File: config.mk
export PLATFORM = sky130hd
export DESIGN_NAME = traffic_signal_monitor
export DESIGN_NICKNAME = d
export VERILOG_FILES = /design/src/rtl/traffic_signal_monitor.sv
export SDC_FILE = /design/constraint.sdc
export NUM_CORES = 1
export LEC_CHECK = 0
export ABC_AREA = 1
export BUFFER_PORTS_ARGS = -buffer_cell sky130_fd_sc_hd__buf_2
export CELL_PAD_IN_SITES_DETAIL_PLACEMENT = 1
export CELL_PAD_IN_SITES_GLOBAL_PLACEMENT = 2
export CORE_ASPECT_RATIO = 1.75
export CORE_MARGIN = 1.5
export CORE_UTILIZATION = 30
export DETAILED_ROUTE_END_ITERATION = 10
export HOLD_SLACK_MARGIN = 0.05
export PLACE_DENSITY_LB_ADDON = 0.1
export SKIP_CTS_REPAIR_TIMING = 1
export SYNTH_ARGS = -nofsm -noshare
export SYNTH_HDL_FRONTEND = slang
export SYNTH_SLANG_ARGS = --single-unit
File: constraint.sdc
create_clock -name clk -period 1.45 [get_ports clk]
set_input_delay 0.29 -clock clk [delete_from_list [all_inputs] [get_ports clk]]
set_output_delay 0.29 -clock clk [all_outputs]
set_load 0.005 [all_outputs]
File: src/rtl/traffic_signal_monitor.sv
// traffic_signal_monitor
// Receive-side checker for a red/yellow/green traffic light interface.
// Samples the lamps, follows the red -> yellow -> green -> yellow -> red
// sequence, and flags bad lamp codes, bad phase order and wrong dwell times.
// It also counts completed signal cycles (legal YEL2 -> RED transitions).
module traffic_signal_monitor #(
    parameter int RED_LEN = 30,
    parameter int YEL_LEN = 5,
    parameter int GRN_LEN = 60,
    parameter int CNT_W   = 6,   // must hold GRN_LEN + 1
    parameter int CYC_W   = 16
) (
    input  logic             clk,
    input  logic             reset_n,
    input  logic             red,
    input  logic             yellow,
    input  logic             green,
    output logic [2:0]       phase,
    output logic             locked,
    output logic             err_onehot,
    output logic             err_seq,
    output logic             err_len,
    output logic             err_any,
    output logic [CYC_W-1:0] cycle_count
);

    typedef enum logic [2:0] {
        ST_SYNC = 3'd0,
        ST_RED  = 3'd1,
        ST_YEL1 = 3'd2,
        ST_GRN  = 3'd3,
        ST_YEL2 = 3'd4
    } state_e;

    // Lamp codes as {red, yellow, green}
    localparam logic [2:0] LAMP_R = 3'b100;
    localparam logic [2:0] LAMP_Y = 3'b010;
    localparam logic [2:0] LAMP_G = 3'b001;

    logic [2:0]       smp_q;
    logic [2:0]       prev_q;
    state_e           state_q;
    logic [CNT_W-1:0] run_q;
    logic             partial_q;
    logic             locked_q;
    logic             err_onehot_q;
    logic             err_seq_q;
    logic             err_len_q;
    logic             err_any_q;
    logic [CYC_W-1:0] cycle_q;

    logic             changed;
    logic             onehot;
    logic [CNT_W-1:0] run_d;
    logic [CNT_W-1:0] phase_len;
    logic             legal;
    state_e           legal_next;

    // Input stage: one register of the lamp lines plus the sample before it
    // NOTE: sequential state is written only with non-blocking assignments, so
    // every register in the block sees the values from before the edge.
    always_ff @(posedge clk or negedge reset_n) begin
        if (!reset_n) begin
            smp_q  <= '0;
            prev_q <= '0;
        end else begin
            smp_q  <= {red, yellow, green};
            prev_q <= smp_q;
        end
    end

    assign changed = (smp_q != prev_q);
    assign onehot  = (smp_q == LAMP_R) || (smp_q == LAMP_Y) || (smp_q == LAMP_G);
    assign run_d   = (&run_q) ? run_q : run_q + 1'b1;

    // Required dwell and legal successor for the current phase
    // NOTE: every output of this block gets a default first so that no path
    // leaves one unassigned and infers a latch.
    always_comb begin
        phase_len  = '0;
        legal      = 1'b0;
        legal_next = ST_SYNC;
        case (state_q)
            ST_RED: begin
                phase_len  = CNT_W'(RED_LEN);
                legal      = (smp_q == LAMP_Y);
                legal_next = ST_YEL1;
            end
            ST_YEL1: begin
                phase_len  = CNT_W'(YEL_LEN);
                legal      = (smp_q == LAMP_G);
                legal_next = ST_GRN;
            end
            ST_GRN: begin
                phase_len  = CNT_W'(GRN_LEN);
                legal      = (smp_q == LAMP_Y);
                legal_next = ST_YEL2;
            end
            ST_YEL2: begin
                phase_len  = CNT_W'(YEL_LEN);
                legal      = (smp_q == LAMP_R);
                legal_next = ST_RED;
            end
            default: begin
                phase_len  = '0;
                legal      = 1'b0;
                legal_next = ST_SYNC;
            end
        endcase
    end

    // Phase tracker: state, run counter, sticky errors and cycle count
    always_ff @(posedge clk or negedge reset_n) begin
        if (!reset_n) begin
            state_q      <= ST_SYNC;
            run_q        <= '0;
            partial_q    <= 1'b1;
            locked_q     <= 1'b0;
            err_onehot_q <= 1'b0;
            err_seq_q    <= 1'b0;
            err_len_q    <= 1'b0;
            err_any_q    <= 1'b0;
            cycle_q      <= '0;
        end else begin
            err_any_q <= err_onehot_q | err_seq_q | err_len_q;

            if (state_q == ST_SYNC) begin
                // Lock onto red or green; yellow is ambiguous (YEL1 or YEL2)
                if (smp_q == LAMP_R || smp_q == LAMP_G) begin
                    state_q   <= (smp_q == LAMP_R) ? ST_RED : ST_GRN;
                    run_q     <= CNT_W'(1);
                    partial_q <= 1'b1;
                    locked_q  <= 1'b1;
                end else begin
                    run_q <= changed ? CNT_W'(1) : run_d;
                end
            end else if (!(state_q inside {ST_RED, ST_YEL1, ST_GRN, ST_YEL2})) begin
                // Unused encodings fall back to searching
                state_q   <= ST_SYNC;
                run_q     <= CNT_W'(1);
                partial_q <= 1'b1;
                locked_q  <= 1'b0;
            end else if (!onehot) begin
                err_onehot_q <= 1'b1;
                state_q      <= ST_SYNC;
                run_q        <= CNT_W'(1);
                partial_q    <= 1'b1;
                locked_q     <= 1'b0;
            end else if (changed) begin
                if (legal) begin
                    // A wrong dwell is flagged but the transition is still taken
                    if (!partial_q && run_q != phase_len) begin
                        err_len_q <= 1'b1;
                    end
                    if (state_q == ST_YEL2) begin
                        cycle_q <= cycle_q + 1'b1;
                    end
                    state_q   <= legal_next;
                    run_q     <= CNT_W'(1);
                    partial_q <= 1'b0;
                end else begin
                    err_seq_q <= 1'b1;
                    state_q   <= ST_SYNC;
                    run_q     <= CNT_W'(1);
                    partial_q <= 1'b1;
                    locked_q  <= 1'b0;
                end
            end else begin
                // Lamp held: reaching the full dwell with no change is an overrun
                if (!partial_q && run_q == phase_len) begin
                    err_len_q <= 1'b1;
                end
                run_q <= run_d;
            end
        end
    end

    assign phase       = state_q;
    assign locked      = locked_q;
    assign err_onehot  = err_onehot_q;
    assign err_seq     = err_seq_q;
    assign err_len     = err_len_q;
    assign err_any     = err_any_q;
    assign cycle_count = cycle_q;

endmodule

==> impl_metrics.py <==
metrics = {
    "detailed_routing": {
        "via_per_inst": 4.585,
        "firstDrtPassIters": 4,
        "routed-via-count": 1898,
        "wl_per_cell_um": 14.54,
        "ant_nets": 0,
        "drc_errors": 0,
        "drtIter0Drc": 69,
        "wl_um": 6019,
    },
    "timing": {
        "timing.final.crit_share_pct": 107.8,
        "setup_ws_ns": -0.1129,
        "fin_skew_ns": 0.001912,
        "max_freq_mhz": 639.8,
        "worstMarginPinSlew_ns": 0.2391,
        "drv_slew": 0,
        "slew_headroom_pct": 84.01,
        "hold_viol_final": 0,
        "grt_setup_unrepaired": "yes",
        "holdWs_ns": 0.1076,
        "finalCriticalPeriod_ns": 1.563,
        "setup_viol": 22,
    },
    "setup_path": {
        "critPathKind": "reg -> reg",
        "r2r_slack_ns": -0.11,
        "crit_fanout": 6,
        "cp-start-kind": "register",
        "cp-end-kind": "register",
        "crit_buf_inv": 2,
        "arrival_ns": 1.77,
        "timing.rr.end": "cycle_count[11]$_DFFE_PN0P_",
        "crit_chain": "inv_2 > nand2_2 > nor2_4 > nand2_2 > nand3_4 > nand3_4 > buf_12 > nor3_4 > xor2_1",
        "r2r_start": "smp_q[1]$_DFF_PN0_",
        "rr_worst_depth": 9,
        "crit_slowest_cell": "dfrtp_2",
        "crit_family": "simple AND/OR/NAND/NOR gates",
        "required_ns": 1.66,
        "slowest_delay_ns": 0.46,
    },
    "logic_synthesis": {
        "ys_top_cells_by_count": "nand2_1, dfrtp_1, inv_1",
        "synth_top_area_share_pct": 44.94,
        "synth_area_leaders": "dfrtp_1, nand2_1, inv_1",
        "synth_top_area_cell": "dfrtp_1",
        "synthDistinctLibCells": 30,
        "ys_seq_area_share_pct": 46.25,
        "synth.most_common_cell": "nand2_1",
        "yosysWarnings": 0,
        "synth_edf_count": 0,
        "synth_cells": 243,
        "synth_nets": 250,
        "ys.flop_type": "dfrtp_1",
        "synth.avg_cell_area_sq_um": 8.249,
        "synth_seq_cells": 37,
        "synthArstFlopShare_pct": 100.0,
        "synth_area_sq_um": 2004,
    },
    "finish": {
        "n_antenna_cell": 0,
        "area_delta_synth_final_pct": 55.37,
        "nNetsFinal": 338,
        "utilization_pct": 47.99,
        "drive_gt1_share_pct": 50.00,
    },
    "die": {
        "floorplan.initialDensity_pct": 30.88,
        "die_area_sq_um": 7200,
        "io_pins": 29,
        "fp.dieH_um": 111.1,
        "placementRows": 39,
        "coreArea_sq_um": 6490,
        "die_w_um": 64.79,
    },
    "worst_hold_path": {
        "holdPathEnd": "smp_q[0]$_DFF_PN0_",
        "worstHoldPathType": "in -> reg",
        "worstHoldStart": "green",
        "worstHoldPathCells": 1,
    },
    "outcome": {
        "violations": "setup timing",
        "status": "finished, violations left",
    },
    "clocking": {
        "clock_sinks": 37,
        "clockBufferDepth": 2,
        "clk_pin_slew_worst_paths_ns": 0.06,
        "cts_tree": "yes",
        "htree_levels": 2,
        "cts_buffers": 5,
        "cts_root_buf": "clkbuf_16",
        "clk_latency_ns": 0.29,
    },
    "place": {
        "port_buffers": 28,
        "place_congestion": 0.7936,
        "hpwl_um": 4287,
    },
    "grt": {
        "grt_start_max_net_pins": 38,
        "antenna_found_initial": 0,
        "grt_usage_pct": 17.30,
        "grt_pass1_wl_um": 9390,
        "overflow": 0,
        "grt_pass1_vias": 2000,
    },
    "pwr": {
        "p_per_area_nw_per_um2": 1240,
        "finalPower_uw": 3861,
        "peakVddDrop_mv": 0.7305,
        "p_leak_uw": 0.001620,
    },
    "flow_run": {
        "maxCapViolations": 0,
    },
}
## layout by cell type (no fill, tap or decap), drive strengths merged, types with 2 or more instances in the layout
master and instances:
o21ai 14, a211oi 2, nand3 26, nand2 71, nand4 4, dfrtp 36
xnor2 7, xor2 10, clkbuf 8, inv 32, a21oi 2, buf 80
nor2 28, ha 2, nor3 3
## cells by family (layout without fill, tap and decap cells)
logic type,Yosys count,in the layout,synth area share [%]
adder cells (fa/ha/maj),2,2,1.248
AND/OR/NAND/NOR,133,133,32.58
buffers and inverters,33,122,6.305
flip-flops,37,37,46.25
AO/OA/AOI/OAI,21,21,6.180
XOR/XNOR,17,17,7.428
## area by class of cell
type                            count  area (sq um)
Tap cell                           82         102.6
Sequential cell                    37         934.6
Fill cell                         796          3376
Multi-Input combinational cell    173          1204
Clock buffer                        8         146.4
Inverter                           33         131.4
Timing Repair Buffer               81         595.6
## layer usage
metal	vias to the layer above	track usage, %	share of wire (%)
met5	-	0	0
met4	0	8.511	2.1
met3	8	3.655	2.8
met2	30	32.16	57
met1	914	17.43	38
li1	946	-	-
## how the worst max path moves through the flow
stage	from	slack, ns	depth (start not counted)	endpoint
final	smp_q[1]$_DFF_PN0_	-0.11	9	cycle_count[11]$_DFFE_PN0P_
after CTS	smp_q[0]$_DFF_PN0_	-0.20	10	cycle_count[13]$_DFFE_PN0P_
after floorplan	phase[0]$_DFFE_PN0P_	-0.05	10	cycle_count[12]$_DFFE_PN0P_
after global placement	phase[0]$_DFFE_PN0P_	-0.17	10	cycle_count[13]$_DFFE_PN0P_
after detailed placement	smp_q[0]$_DFF_PN0_	-0.18	10	cycle_count[13]$_DFFE_PN0P_
after global routing	smp_q[1]$_DFF_PN0_	-0.23	9	cycle_count[11]$_DFFE_PN0P_
## registers in the layout, summed over array words and instances, names as in the netlist, 3 cells and up
register and cells:
phase 3, prev_q 3, cycle_count 16, smp_q 3
run_q 6
## stage by stage
step                TNS (ns)  std cells  instance area (sq um)  setup slack [ns]
detailed placement    -1.893        390                   2551           -0.1824
global route          -3.427        414                   3114           -0.2342
finish                -1.329        414                   3114           -0.1129
CTS                   -2.442        398                   2698           -0.2004
global placement      -1.516        390                   2551           -0.1704
floorplan            -0.1040        243                   2006          -0.05375
## worst reg2reg max path, cell delays in order, from the launching register on
cell and delay [ns]:
dfrtp_2 0.46, inv_2 0.09, nand2_2 0.07, nor2_4 0.14
nand2_2 0.08, nand3_4 0.08, nand3_4 0.13, buf_12 0.18
nor3_4 0.11, xor2_1 0.15
## power breakdown
part	leakage [uW]	internal (uW)	switching, uW	total (uW)
registers	0.000464	1130	96.1	1230
logic	0.00108	696	826	1520
clock network	0.0000712	686	427	1110
Note: power is estimated with default switching activity, not from simulation.
